<file path="src/rtl/flux_read_scheduler_pkg.sv">
// flux_sched_pkg: shared state encoding and tag helpers for flux_read_scheduler.
// Holds the FSM state enum, the default tag width derivation and tag_of(),
// which extracts the flow tag from the top TAG_WIDTH bits of a FIFO word.
package flux_sched_pkg;

    typedef enum logic [1:0] {IDLE = 2'd0, READ = 2'd1, CAPT = 2'd2} state_t;

    localparam int FLUX_DEF  = 2;
    localparam int WIDTH_DEF = 8;
    localparam int TAG_WIDTH = $clog2(FLUX_DEF);

    // Word is passed zero-extended so one helper serves any WIDTH up to 64.
    function automatic int unsigned tag_of(input logic [63:0] word, input int width, input int tw);
        return int'(word >> (width - tw)) & ((1 << tw) - 1);
    endfunction

endpackage

</file>
<file path="src/rtl/flux_read_scheduler_if.sv">
// flux_read_scheduler_if: FIFO-read and consumer-side signals of flux_read_scheduler.
// Ports (master = scheduler side):
//   en           in   start new reads when high
//   fifo_empty   in   per-flow FIFO empty
//   fifo_dataout in   FIFO word, valid the cycle after fifo_rd
//   fifo_rd      out  one-hot/zero read strobe
//   out_data     out  per-flow captured words, flow i at [i*WIDTH +: WIDTH]
//   out_valid    out  per-flow slot full
//   out_ready    in   per-flow consumer accept
//   tag_err      out  sticky tag mismatch flag
//   busy         out  FSM not idle
interface flux_read_scheduler_if #(parameter int WIDTH = 8, parameter int FLUX = 2);

    logic                  en;
    logic [FLUX-1:0]       fifo_empty;
    logic [WIDTH-1:0]      fifo_dataout;
    logic [FLUX-1:0]       fifo_rd;
    logic [FLUX*WIDTH-1:0] out_data;
    logic [FLUX-1:0]       out_valid;
    logic [FLUX-1:0]       out_ready;
    logic                  tag_err;
    logic                  busy;

    modport master (
        input  en, fifo_empty, fifo_dataout, out_ready,
        output fifo_rd, out_data, out_valid, tag_err, busy
    );

    modport slave (
        output en, fifo_empty, fifo_dataout, out_ready,
        input  fifo_rd, out_data, out_valid, tag_err, busy
    );

endinterface

</file>
<file path="src/rtl/flux_read_scheduler_rr_pick.sv">
// rr_pick: combinational round-robin picker.
// Ports: req (per-flow request), last (previous grant) -> gnt_idx (winner), gnt_valid (any request).
// The search starts at last+1 and wraps; the first requesting flow wins.
module rr_pick #(
    parameter int FLUX      = 2,
    parameter int TAG_WIDTH = $clog2(FLUX)
) (
    input  logic [FLUX-1:0]      req,
    input  logic [TAG_WIDTH-1:0] last,
    output logic [TAG_WIDTH-1:0] gnt_idx,
    output logic                 gnt_valid
);

    logic [TAG_WIDTH-1:0] j;

    // Scanning from the farthest offset down lets the nearest request overwrite.
    always_comb begin
        gnt_idx   = '0;
        gnt_valid = 1'b0;
        j         = '0;
        for (int k = FLUX; k >= 1; k--) begin
            j = TAG_WIDTH'((int'(last) + k) % FLUX);
            if (req[j]) begin
                gnt_idx   = j;
                gnt_valid = 1'b1;
            end
        end
    end

endmodule

</file>
<file path="src/rtl/flux_read_scheduler.sv">
// flux_read_scheduler: round-robin read scheduler for the shared-memory multi-flow FIFO.
// Ports: ck (clock), rst (sync active-low reset), s (flux_read_scheduler_if.master:
//   en, fifo_empty, fifo_dataout, fifo_rd, out_data, out_valid, out_ready, tag_err, busy).
// One read is in flight at a time: IDLE -> READ (strobe) -> CAPT (capture), with
// CAPT able to launch the next READ directly for one word every two cycles.
module flux_read_scheduler
    import flux_sched_pkg::*;
#(
    parameter int WIDTH     = 8,
    parameter int FLUX      = 2,
    parameter int TAG_WIDTH = $clog2(FLUX)
) (
    input logic                  ck,
    input logic                  rst,
    flux_read_scheduler_if.master s
);

    state_t               state, state_nxt;
    logic [TAG_WIDTH-1:0] grant;
    logic [TAG_WIDTH-1:0] pick;
    logic [TAG_WIDTH-1:0] tag;
    logic [FLUX-1:0]      elig;
    logic                 pick_valid;
    logic                 start;

    // grant is both the flow being read/captured and the round-robin pointer.
    always_comb begin
        elig = '0;
        for (int i = 0; i < FLUX; i++)
            elig[i] = !s.fifo_empty[i] && (!s.out_valid[i] || s.out_ready[i]) &&
                      !(state == CAPT && grant == TAG_WIDTH'(i));
    end

    rr_pick #(.FLUX(FLUX), .TAG_WIDTH(TAG_WIDTH)) u_pick (
        .req       (elig),
        .last      (grant),
        .gnt_idx   (pick),
        .gnt_valid (pick_valid)
    );

    always_ff @(posedge ck)
        state <= !rst ? IDLE : state_nxt;

    always_comb
        state_nxt = (state == READ) ? CAPT : (start ? READ : IDLE);

    always_comb begin
        start  = s.en && pick_valid && state != READ;
        s.busy = state != IDLE;
        tag    = TAG_WIDTH'(tag_of(64'(s.fifo_dataout), WIDTH, TAG_WIDTH));
    end

    // A capture into a slot wins over the consumer draining it in the same cycle.
    always_ff @(posedge ck) begin
        if (!rst) begin
            s.fifo_rd   <= '0;
            s.out_valid <= '0;
            s.out_data  <= '0;
            s.tag_err   <= 1'b0;
            grant       <= TAG_WIDTH'(FLUX - 1);
        end else begin
            s.fifo_rd <= start ? FLUX'(1) << pick : '0;
            if (start)
                grant <= pick;
            s.tag_err <= s.tag_err | (state == CAPT && tag != grant);
            for (int i = 0; i < FLUX; i++) begin
                if (state == CAPT && grant == TAG_WIDTH'(i)) begin
                    s.out_valid[i]                <= 1'b1;
                    s.out_data[i*WIDTH +: WIDTH] <= s.fifo_dataout;
                end else if (s.out_ready[i]) begin
                    s.out_valid[i] <= 1'b0;
                end
            end
        end
    end

endmodule

</file>
<file path="src/flat_wrapper.sv">
// flat-port wrapper written by rule: the top's interface ports become plain ports
module flux_read_scheduler_flat import flux_sched_pkg::*;
#(
    parameter int WIDTH     = 8,
    parameter int FLUX      = 2,
    parameter int TAG_WIDTH = $clog2(FLUX)
)
  (ck, rst, s_en, s_fifo_empty, s_fifo_dataout, s_out_ready, s_fifo_rd, s_out_data, s_out_valid, s_tag_err, s_busy);
  flux_read_scheduler_if #(.WIDTH(WIDTH), .FLUX(FLUX)) s_i ();
  input logic ck;
  input logic rst;
  input wire logic [$bits(s_i.en)-1:0] s_en;
  input wire logic [$bits(s_i.fifo_empty)-1:0] s_fifo_empty;
  input wire logic [$bits(s_i.fifo_dataout)-1:0] s_fifo_dataout;
  input wire logic [$bits(s_i.out_ready)-1:0] s_out_ready;
  output wire logic [$bits(s_i.fifo_rd)-1:0] s_fifo_rd;
  output wire logic [$bits(s_i.out_data)-1:0] s_out_data;
  output wire logic [$bits(s_i.out_valid)-1:0] s_out_valid;
  output wire logic [$bits(s_i.tag_err)-1:0] s_tag_err;
  output wire logic [$bits(s_i.busy)-1:0] s_busy;
  assign s_i.en = s_en;
  assign s_i.fifo_empty = s_fifo_empty;
  assign s_i.fifo_dataout = s_fifo_dataout;
  assign s_i.out_ready = s_out_ready;
  assign s_fifo_rd = s_i.fifo_rd;
  assign s_out_data = s_i.out_data;
  assign s_out_valid = s_i.out_valid;
  assign s_tag_err = s_i.tag_err;
  assign s_busy = s_i.busy;
  flux_read_scheduler #(.WIDTH(WIDTH), .FLUX(FLUX), .TAG_WIDTH(TAG_WIDTH)) u_core (.ck(ck), .rst(rst), .s(s_i));
endmodule
</file>
<file path="config.mk">
export PLATFORM = sky130hd
export DESIGN_NAME = flux_read_scheduler_flat
export DESIGN_NICKNAME = d
export VERILOG_FILES = /design/src/rtl/flux_read_scheduler_pkg.sv /design/src/rtl/flux_read_scheduler_if.sv /design/src/rtl/flux_read_scheduler_rr_pick.sv /design/src/rtl/flux_read_scheduler.sv /design/src/flat_wrapper.sv
export SDC_FILE = /design/constraint.sdc
export NUM_CORES = 1
export LEC_CHECK = 0
export BUFFER_PORTS_ARGS = -buffer_cell sky130_fd_sc_hd__buf_2
export CAP_MARGIN = 20
export CORE_UTILIZATION = 49
export CTS_CLUSTER_SIZE = 10
export DETAILED_ROUTE_END_ITERATION = 10
export PLACE_DENSITY = 0.92
export SETUP_SLACK_MARGIN = 0.05
export SYNTH_ARGS = -nofsm -noshare
export SYNTH_HDL_FRONTEND = slang
export SYNTH_SLANG_ARGS = --single-unit
</file>
<file path="constraint.sdc">
create_clock -name ck -period 1.9 [get_ports ck]
set_clock_uncertainty 0.2 [all_clocks]
set_input_delay 0 -clock ck [delete_from_list [all_inputs] [get_ports ck]]
set_output_delay 0 -clock ck [all_outputs]
set_load 0.005 [all_outputs]
</file>
After elaboration in Yosys (flattened, before gate mapping)

Cells that the tools add are included.

Flip-flop bits (word level): 24
Bits of input ports: 15
Output and inout port bits: 22
Word-level logic and storage cells: 57

$add $sub $neg: 2
Order comparisons: 2
Equality and inequality tests: 4
Shifts and indexed selects: 1
Muxes and demuxes: 14
Bitwise logic cells: 3
Reduce and logical (&&, ||, !) cells: 22

Operator list:

| cell                                                                     | number |
|---|---|
| 1-bit 2-to-1 mux                                                         | 13 |
| 1-bit logical AND                                                        | 9 |
| 1-bit logical NOT                                                        | 6 |
| 2-bit nonzero test                                                       | 3 |
| 1-bit by 2-bit < comparator with 1-bit output (second input constant)    | 2 |
| 1-bit adder (second input constant)                                      | 2 |
| 2-bit by 1-bit equality test with 1-bit output (second input constant)   | 1 |
| 2-bit equality test (second input constant)                              | 1 |
| 1-bit logical OR                                                         | 2 |
| 2-bit 2-to-1 mux                                                         | 1 |
| 2-bit by 1-bit inequality test with 1-bit output (second input constant) | 1 |
| 1-bit NOT                                                                | 2 |
| 2-bit AND reduction                                                      | 1 |
| 2-bit OR reduction                                                       | 1 |
| 1-bit by 1-bit << shifter with 2-bit output (first input constant)       | 1 |
| 1-bit inequality test                                                    | 1 |
| 1-bit bitwise OR                                                         | 1 |

Depth between registers and ports, before layout

Gate-level depths: netlist (run 1).

Depth after elaboration: 12
Gate-level depth with buffers: 5
Gate-level depth less buffers: 4

By module

From an unflattened synthesis (run 1), not the netlist that was laid out.

Cell total of the unflattened synthesis: 97
Area, all modules: 897.1 um2

By module, submodules not included:

| module              | instances | cells an instance | area each (um2) | sequential area each (um2) |
|---|---|---|---|---|
| flux_read_scheduler | 1         | 95                | 883.3           | 480.5 |
| rr_pick             | 1         | 2                 | 13.8            | 0.0 |

Least setup slack after synthesis (run 1)

Ideal clock, no wire load.

Path kind: register to register
Start: reg u_core.s.out_valid[0]
End: reg u_core.grant
Setup time: 119 ps
Arrival: 1,012 ps
Data required time: 1,581 ps
Slack: 568 ps
Stages on the path, launching flop included: 5
Buffers on the path: 0
Period minus slack after synthesis: 1,332 ps
Cell sequence: dfxtp_1 > nor2b_1 > or3_1 > a21oi_2 > o21bai_1

Word-level cells in the longest chain between the ends: 10
Elaborated cells between the ends (all ways): 14
Those cells by class: mux (8); reduce/logical (6)

Ends and longest elaborated chain:

| item                                                | line                              | text |
|---|---|---|
| from (decl)                                         | flux_read_scheduler_if.sv:26      | `output fifo_rd, out_data, out_valid, tag_err, busy` |
| from (signal assigned)                              | flux_read_scheduler.sv:57         | `s.out_valid <= '0;` |
| from (signal, indexed assignment)                   | flux_read_scheduler.sv:68         | `s.out_valid[i] <= 1'b1;` |
| from (signal, indexed assignment)                   | flux_read_scheduler.sv:71         | `s.out_valid[i] <= 1'b0;` |
| 1-bit logical NOT (*)                               | flux_read_scheduler.sv:30         | `elig[i] = !s.fifo_empty[i] && (!s.out_valid[i] \|\| s.out_ready[i]) &&` |
| 1-bit logical OR (*)                                | flux_read_scheduler.sv:30         |  |
| 1-bit logical AND (*) (2 in a row)                  | flux_read_scheduler.sv:30         |  |
| 1-bit 2-to-1 mux (not written as such) (2 in a row) | flux_read_scheduler_rr_pick.sv:23 | `if (req[j]) begin` |
| 1-bit 2-to-1 mux (2 in a row)                       | flux_read_scheduler_rr_pick.sv:23 |  |
| 1-bit logical AND (2 in a row)                      | flux_read_scheduler.sv:48         | `start = s.en && pick_valid && state != READ;` |
| to (signal assigned)                                | flux_read_scheduler.sv:60         | `grant <= TAG_WIDTH'(FLUX - 1);` |
| to (signal assigned)                                | flux_read_scheduler.sv:64         | `grant <= pick;` |
| to (decl)                                           | flux_read_scheduler.sv:19         | `logic [TAG_WIDTH-1:0] grant;` |

Mark *: on every way between the ends. The rest lies on a longest branch, timed or not. The select of a mux whose other input is x is not followed.
A chain may end at the register's enable or synchronous reset.

Worst setup path in the final report (run 1)

Start: reg u_core.state[0]
End: reg u_core.s.out_data[12]

Word-level cells in the longest chain between the ends: 2

Ends and longest elaborated chain:

| item                            | line                         | text |
|---|---|---|
| from (decl)                     | flux_read_scheduler.sv:18    | `state_t state, state_nxt;` |
| from (signal assigned)          | flux_read_scheduler.sv:42    | `state <= !rst ? IDLE : state_nxt;` |
| 2-bit equality test             | flux_read_scheduler.sv:67    | `if (state == CAPT && grant == TAG_WIDTH'(i)) begin` |
| 1-bit logical AND               | flux_read_scheduler.sv:67    |  |
| to (signal, indexed assignment) | flux_read_scheduler.sv:69    | `s.out_data[i*WIDTH +: WIDTH] <= s.fifo_dataout;` |
| to (decl)                       | flux_read_scheduler_if.sv:26 |  |

Every way passes these cells.

==> impl_metrics.toml, run 1 <==
[grt]
grt_pass1_vias = 698
grt_antenna_before_repair = 0
grt.total_usage_pct = 21.08
grt_max_degree = 22
grt_pass1_wl_um = 3063
grt.overflow.total = 0

[power]
power.density_nw_per_um2 = 702.0
leakagePower_nw = 0.6442
peakVddDrop_v = 0.0006098
power_mw = 0.8977

[synth]
ys_types = 22
syn_inst = 86
ys.warnings.count = 0
syn_area_sq_um = 897.1
seq_area_frac_synth_pct = 53.56
syn-num-nets = 101
async_flop_share_pct = 0
synth-seq-cells = 24
syn_area_per_cell_sq_um = 10.43
synth-edff-count = 0
synth-main-ff-cell = "dfxtp_1"

[timing]
period_share_pct = 81.37
finalSetupViolations = 0
slew_headroom_pct = 57.54
rsz0062_at_grt = "false"
slew_viol_final = 0
worstMarginPinSlew_ps = 636.2
hold_viol = 0
timing.setup.tns_ps = 0
fin_crit_ps = 1546
timing.fmax_mhz = 646.9

[critical_path]
r2r_cells = 4
timing.rr.end = "u_core.s.out_data[12]"
r2r-start = "u_core.state[0]"
rrSetupSlack_ps = 350
cp.required_ps = 1880
end_kind = "register"
cp-start-kind = "register"
crit_path_max_fanout = 6
path_class = "register to register"
worstPathArrival_ps = 1530

[drt]
via_per_inst = 4.890
drt_iter0_drc = 14
wl_per_cell_um = 12.57
drc = 0
vias = 797
antenna_left = 0
drtPass1Iterations = 4
routed_wirelength_um = 2049

[floorplanning]
fp.dieH_um = 44.79
fp.dieW_um = 44.79
ios = 37
start_util_pct = 51.96
num_rows = 15
die_area_sq_um = 2006
core_area_sq_um = 1727

[worst_hold_path]
hp-class = "input port to register"
holdCritStartpoint = "s_fifo_dataout[1]"
holdPathStages = 4
hold_path_end = "u_core.s.out_data[9]"

[cts]
cts_tree = "yes"
ctsHtreeMaxLevel = 1
clk_path_buf_depth = 2
clkLatencyLatePin_ps = 310
clock_sinks = 24
clk_pin_slew_worst_paths_ps = 130
cts_repair_resize_count = 0
cts-root-buf = "clkbuf_4"
cts_made_buffers = 3

[place]
port-buffer-count = 36
hpwl_um = 1243
gp_congestion = 0.8145

[cells_and_area]
nets = 154
layout-drive-gt1-share_pct = 34.06
n_fill_cell = 125
antenna_cells = 0
fin_util_pct = 74.06
area_growth_pct = 42.54

[flow_run]
cap_violations = 0

[outcome]
status = "finished clean"
[synthesized netlist by cell type (2+ instances only)]
library cell / count / area share [%]
mux2i_1: 17 / 19
clkbuf_1: 2 / 0.84
nor3b_1: 2 / 1.7
inv_1: 2 / 0.84
dfxtp_1: 24 / 54
nor2_1: 22 / 9.2
nand2b_1: 2 / 1.4
[layout by cell type (no fill, tap or decap)]
cell type and n:
xor2_1 1, or3_1 1, nand3_1 1, nand3b_1 1, nor2b_1 1, a21oi_2 1, a31oi_1 1, a21oi_1 1
mux2i_1 17, o21bai_1 1, or2_2 1, nor3_2 1, nor3_1 1, inv_1 2, dfxtp_1 24, nand2b_1 2
nor3b_1 1, nor3b_2 1, buf_4 2, clkbuf_8 1, buf_2 36, nand3b_4 1, nor2_1 22, clkbuf_4 3
dlygate4sd3_1 14
[cells by family (layout without fill, tap and decap cells)]
kind of cell / after synthesis / in the layout / share of synthesized area, %
AOI/OAI and AO/OA: 4 / 4 / 3.069
xor gates and xnor gates: 1 / 1 / 0.9765
buffers and inverters: 6 / 58 / 3.767
DFF: 24 / 24 / 53.56
muxes: 17 / 17 / 18.97
and+or+nand+nor: 34 / 34 / 19.67
[worst max-delay path by stage]
stage / start / to
3_3_place_gp: u_core.state[0] / u_core.s.out_data[9]
2_1_floorplan: u_core.s.out_valid[0] / u_core.grant
3_5_place_dp: u_core.state[0] / u_core.s.out_data[13]
6_report: u_core.state[0] / u_core.s.out_data[12]
4_1_cts: u_core.state[0] / u_core.s.out_data[13]
5_1_grt: u_core.state[0] / u_core.s.out_data[15]
[metrics by stage]
stage	std cells	setup WS (ps)	hold slack (ps)	instance area, sq um
2_1_floorplan	86	568.5	-56.06	897.1
3_3_place_gp	145	450.7	43.05	1102
3_5_place_dp	145	389.4	56.80	1102
4_1_cts	163	370.1	258.4	1279
5_1_grt	163	248.5	264.9	1279
6_report	163	354.1	270.7	1279
[final cells by class]
cell class	instances	area, sq um	share of cell area, %
clock buffers	4	36.28	2.838
inverters	2	7.507	0.5871
multi-input cells	56	387.9	30.33
flip-flops and latches	24	480.5	37.57
well taps	25	31.28	2.446
repair buffers	52	335.3	26.22
[state kept, by name (all words and copies together), names as in the netlist]
name and cells:
u_core.s.out_valid 2, u_core.s.out_data 16, u_core.grant 1, u_core.state 2, u_core.s.tag_err 1, u_core.s.fifo_rd 2
[metal layers]
layer	global-route usage, %	wire length (um)
met1	27.02	902
met2	35.59	1037
met5	0	0
met3	2.800	81
met4	9.091	27
[repair_timing]
action / CTS / global route
hold buffers: 14 / 0
endpoints found under the hold margin: 23 / 0
setup buffers: 0 / 0
[worst max-delay path, stage by stage (launching register included)]
cell	delay [ps]
dfxtp_1	430
nand3b_1	310
buf_4	240
mux2i_1	190
nor2_1	60
[power by group]
group | internal, mW | switching [mW] | leakage, nW
sequential | 0.517 | 0.0104 | 0.194
combinational | 0.0598 | 0.0457 | 0.429
clock | 0.117 | 0.148 | 0.0210
Power figures use the tool's default switching activity.
==> inputs of run 2 (changes only) <==
CORE_UTILIZATION = 45   (was 49)
PLACE_DENSITY = 0.87   (was 0.92)
clock period = 1.5 ns   (was 1.9 ns; I/O delays follow)
==> run 2 against run 1 <==
  * Utilization fell by 0.38 points
  * Via count fell by 1.4%
  * Critical endpoint is now u_core.grant
  * Final cell count rose by 1.2%
==> impl_metrics.toml, run 2 (same netlist as run 1, synthesis figures left out) <==
[cells_and_area]
stdcell_count = 165
antenna_cells = 0
final_common_cell = "buf_2"
area_growth_pct = 47.98
regMostFlops = "u_core.s.out_data"
final_cell_mix = "buf_2 (36), nor2_1 (22), dfxtp_1 (21)"
nets = 156
layout-drive-gt1-share_pct = 37.14
design_area_sq_um = 1328
largest_register_ffs = 16

[outcome]
status = "finished clean"

[power]
leakagePower_nw = 0.6651
power.density_nw_per_um2 = 959.4
peakVddDrop_v = 0.0006322

[floorplanning]
start_util_pct = 49.79
ios = 37
fp.dieW_um = 46.65
num_rows = 15
core_area_sq_um = 1802
fp.dieH_um = 46.65
die_area_sq_um = 2176

[timing]
slew_headroom_pct = 76.78
fin_ws_ps = 115.5
rsz0062_at_grt = "false"
fin_crit_ps = 1385
timing.setup.tns_ps = 0
hold_viol = 0
period_share_pct = 92.30
finalSetupViolations = 0
worstMarginPinSlew_ps = 347.6
timing.fmax_mhz = 722.3
whs_ps = 261.4
slew_viol_final = 0

[cts]
cts_made_buffers = 3
cts-root-buf = "clkbuf_4"
cts_tree = "yes"
clock_sinks = 24
cts_setup_buffers = 0
clk_pin_slew_worst_paths_ps = 130
clkLatencyLatePin_ps = 310
clk_path_buf_depth = 2
ctsHtreeMaxLevel = 1

[place]
port-buffer-count = 36
place_ws_ps = 66.57
post-place-cells = 147
placed_cell_area_sq_um = 1117
hpwl_um = 1401
gp_congestion = 0.8298

[grt]
grt_pass1_wl_um = 3125
grt.overflow.total = 0
grt_pass1_vias = 774
grt_antenna_before_repair = 0
grt.total_usage_pct = 20.69
grt_max_degree = 16

[drt]
via_per_inst = 4.764
routed_wirelength_um = 2043
vias = 786
drt_iter0_drc = 16
wl_per_cell_um = 12.38
drtPass1Iterations = 4
drc = 0
antenna_left = 0

[critical_path]
cp.required_ps = 1510
crit_path_max_fanout = 4
cp-start-kind = "register"
path_class = "register to register"
r2r_cells = 4
end_kind = "register"
worstPathArrival_ps = 1400
rrSetupSlack_ps = 120
r2r-start = "u_core.s.out_valid[0]"
timing.rr.end = "u_core.grant"

[worst_hold_path]
holdCritStartpoint = "s_fifo_dataout[1]"
hold_path_end = "u_core.s.out_data[9]"
hp-class = "input port to register"
holdPathStages = 4

[flow_run]
cap_violations = 0
run 2: cell count changes in the layout (fill, tap and decap cells not counted), sizes merged:
cell    change
bufinv      +1
buf         +2
clkbuf      -1
run 2: repair_timing:
item / in CTS / in global routing
hold buffers: 14 / 0
endpoints found under the hold margin: 23 / 0
resized for setup: 1 / 5
gates cloned: 0 / 0
pin swaps: 0 / 1
endpoints found under the setup margin: 1 / 17
run 2: through the flow:
step / total power [mW] / util, %
after detailed placement: 0.7898 / 62.01
after CTS: 1.269 / 72.92
after global routing: 1.332 / 73.68
after global placement: 0.7841 / 62.01
final: 1.274 / 73.68
after floorplan: 0.7393 / -
run 2: worst max-delay path: stages (launching register included):
cell and delay [ps]:
dfxtp_1 330, nor2b_1 160, or3_1 370, a21oi_2 150
o21bai_1 90
run 2: power by group:
group / total (mW) / switching [mW] / internal [mW] / leakage, nW
clock: 0.465 / 0.194 / 0.270 / 0.0279
sequential: 0.671 / 0.0152 / 0.656 / 0.195
combinational: 0.138 / 0.0578 / 0.0801 / 0.442
run 2: worst max-delay path by stage:
| stage | startpoint | to | slack, ps |
|---|---|---|---|
| after floorplan | u_core.s.out_valid[0] | u_core.grant | 170 |
| final | u_core.s.out_valid[0] | u_core.grant | 120 |
| after global routing | u_core.s.out_valid[0] | u_core.grant | 50 |
| after global placement | u_core.s.out_valid[0] | u_core.grant | 140 |
| after CTS | u_core.grant | u_core.grant | 60 |
| after detailed placement | u_core.state[1] | u_core.s.out_data[0] | 70 |
run 2: layer usage:
metal	GRT usage (%)	part of all wire, %	wire length [um]
met1	23.02	44	902
met2	36.39	51	1035
met3	3.922	3.9	79
met4	11.43	1.3	26
met5	0	0	0
run 2: cell type report:
type	count	area (sq um)
Inverter	2	7.507
Tap cell	25	31.28
Clock buffer	3	22.52
Sequential cell	24	484.2
Fill cell	135	474.2
Timing Repair Buffer	54	357.8
Multi-Input combinational cell	56	394.1
Clock inverter	1	30.03
==> inputs of run 3 (changes only) <==
CORE_MARGIN = 3   (was default)
==> run 3 against run 2 <==
  * Register-to-register slack got worse by 50 ps
  * Final cell count increased by 1.2%
  * Sequential share of layout area decreased by 0.32 points
  * Power increased by 0.35%
  * Via count increased by 2.9%
  * First-iteration DRC count decreased by 38%
  * Critical path type unchanged
==> impl_metrics.toml, run 3 (same netlist as run 1, synthesis figures left out) <==
[outcome]
status = "finished clean"

[floorplanning]
fp.dieH_um = 50.65
core_area_sq_um = 1802
fp.dieW_um = 50.65
start_util_pct = 49.79
die_area_sq_um = 2565
num_rows = 15
ios = 37

[grt]
grt_max_degree = 16
grt-busiest-layer = "met2"
grt_pass1_vias = 808
grt_antenna_before_repair = 0
use_met3_pct = 3.561
grt_use_met2_pct = 36.30
gr-usage-met1_pct = 18.86
grt.total_usage_pct = 18.47
grt_pass1_wl_um = 3539
grt.overflow.total = 0

[timing]
hold_viol = 0
worstMarginPinSlew_ps = 304.5
finalSetupViolations = 0
timing.setup.tns_ps = 0
fin_crit_ps = 1436
rsz0062_at_grt = "true"
slew_viol_final = 0
whs_ps = 255.2
period_share_pct = 95.72
slew_headroom_pct = 79.66
timing.fmax_mhz = 696.5

[critical_path]
rrSetupSlack_ps = 60
crit_start = "u_core.s.out_valid[0]"
r2r_cells = 4
cp-start-kind = "register"
crit_path_max_fanout = 4
worstPathArrival_ps = 1500
end_kind = "register"
path_class = "register to register"
timing.rr.end = "u_core.state[0]"
r2r-start = "u_core.s.out_valid[0]"
cp.required_ps = 1560

[place]
gp_congestion = 0.7892
hpwl_um = 1455
port-buffer-count = 36

[cells_and_area]
final_common_cell = "buf_2"
nets = 158
area_growth_pct = 50.07
final_cell_mix = "buf_2 (36), nor2_1 (22), dfxtp_1 (21)"
regMostFlops = "u_core.s.out_data"
largest_register_ffs = 16
layout-drive-gt1-share_pct = 38.73
fin_util_pct = 74.72
antenna_cells = 0

[drt]
vias = 809
drt_iter0_drc = 10
drtPass1Iterations = 4
routed_wirelength_um = 2188
via_per_inst = 4.844
wl_per_cell_um = 13.10
antenna_left = 0
drc = 0

[power]
peakVddDrop_v = 0.001039
power.density_nw_per_um2 = 949.4
leakagePower_nw = 0.6778

[cts]
clock_sinks = 24
clkLatencyLatePin_ps = 320
ctsHtreeMaxLevel = 1
clk_pin_slew_worst_paths_ps = 140
cts-root-buf = "clkbuf_4"
cts_tree = "yes"
clk_path_buf_depth = 2
cts_made_buffers = 3

[worst_hold_path]
hp-class = "input port to register"
holdCritStartpoint = "s_fifo_dataout[4]"
holdPathStages = 4
hold_path_end = "u_core.s.out_data[4]"

[flow_run]
cap_violations = 0
-- run 3: power by group --
part / switching (mW) / internal, mW / total (mW) / leakage, nW
combinational: 0.0596 / 0.0830 / 0.143 / 0.455
sequential: 0.0147 / 0.655 / 0.670 / 0.195
clock: 0.195 / 0.270 / 0.466 / 0.0279
total: 0.270 / 1.01 / 1.28 / 0.678
-- run 3: repair_timing --
item                                   4_1_cts  5_1_grt
endpoints found under the hold margin       23        0
gates resized for setup                      0        7
hold buffers                                14        0
setup buffers                                0        1
setup endpoints to repair                    0       15
-- run 3: how the worst max path moves through the flow --
stage / to / cells after the start / slack (ps)
2_1_floorplan: u_core.grant / 4 / 170
6_report: u_core.state[0] / 4 / 60
3_3_place_gp: u_core.grant / 4 / 130
4_1_cts: u_core.s.out_data[7] / 4 / 60
5_1_grt: u_core.s.out_data[10] / 4 / 40
3_5_place_dp: u_core.s.out_data[1] / 4 / 100
-- run 3: routing by layer --
metal  up-vias  share of wire [%]
li1        398                  -
met1       373                 39
met2        34                 53
met3         4                6.4
met4         0                1.4
met5         -                  0
-- run 3: critical path: stages (launching register included) --
cell and delay [ps]:
dfxtp_1 340, nor2b_1 170, or3_1 380, a21oi_2 160
buf_4 130
-- run 3: area by class of cell --
type / instances / area, sq um
Sequential cell: 24 / 486.7
Timing Repair Buffer: 56 / 369.1
Clock inverter: 1 / 30.03
Multi-Input combinational cell: 56 / 399.1
Tap cell: 25 / 31.28
Fill cell: 137 / 455.4
Inverter: 2 / 7.507
Clock buffer: 3 / 22.52
-- run 3: stage by stage --
| step | worst slack (ps) | instance area (sq um) | power [mW] | cells |
|---|---|---|---|---|
| after floorplan | 168.5 | 897.1 | 0.7393 | 86 |
| after global routing | 36.43 | 1346 | 1.323 | 167 |
| after CTS | 59.87 | 1318 | 1.271 | 166 |
| final | 64.16 | 1346 | 1.278 | 167 |
| after detailed placement | 95.46 | 1125 | 0.7899 | 148 |
| after global placement | 127.2 | 1125 | 0.7848 | 148 |
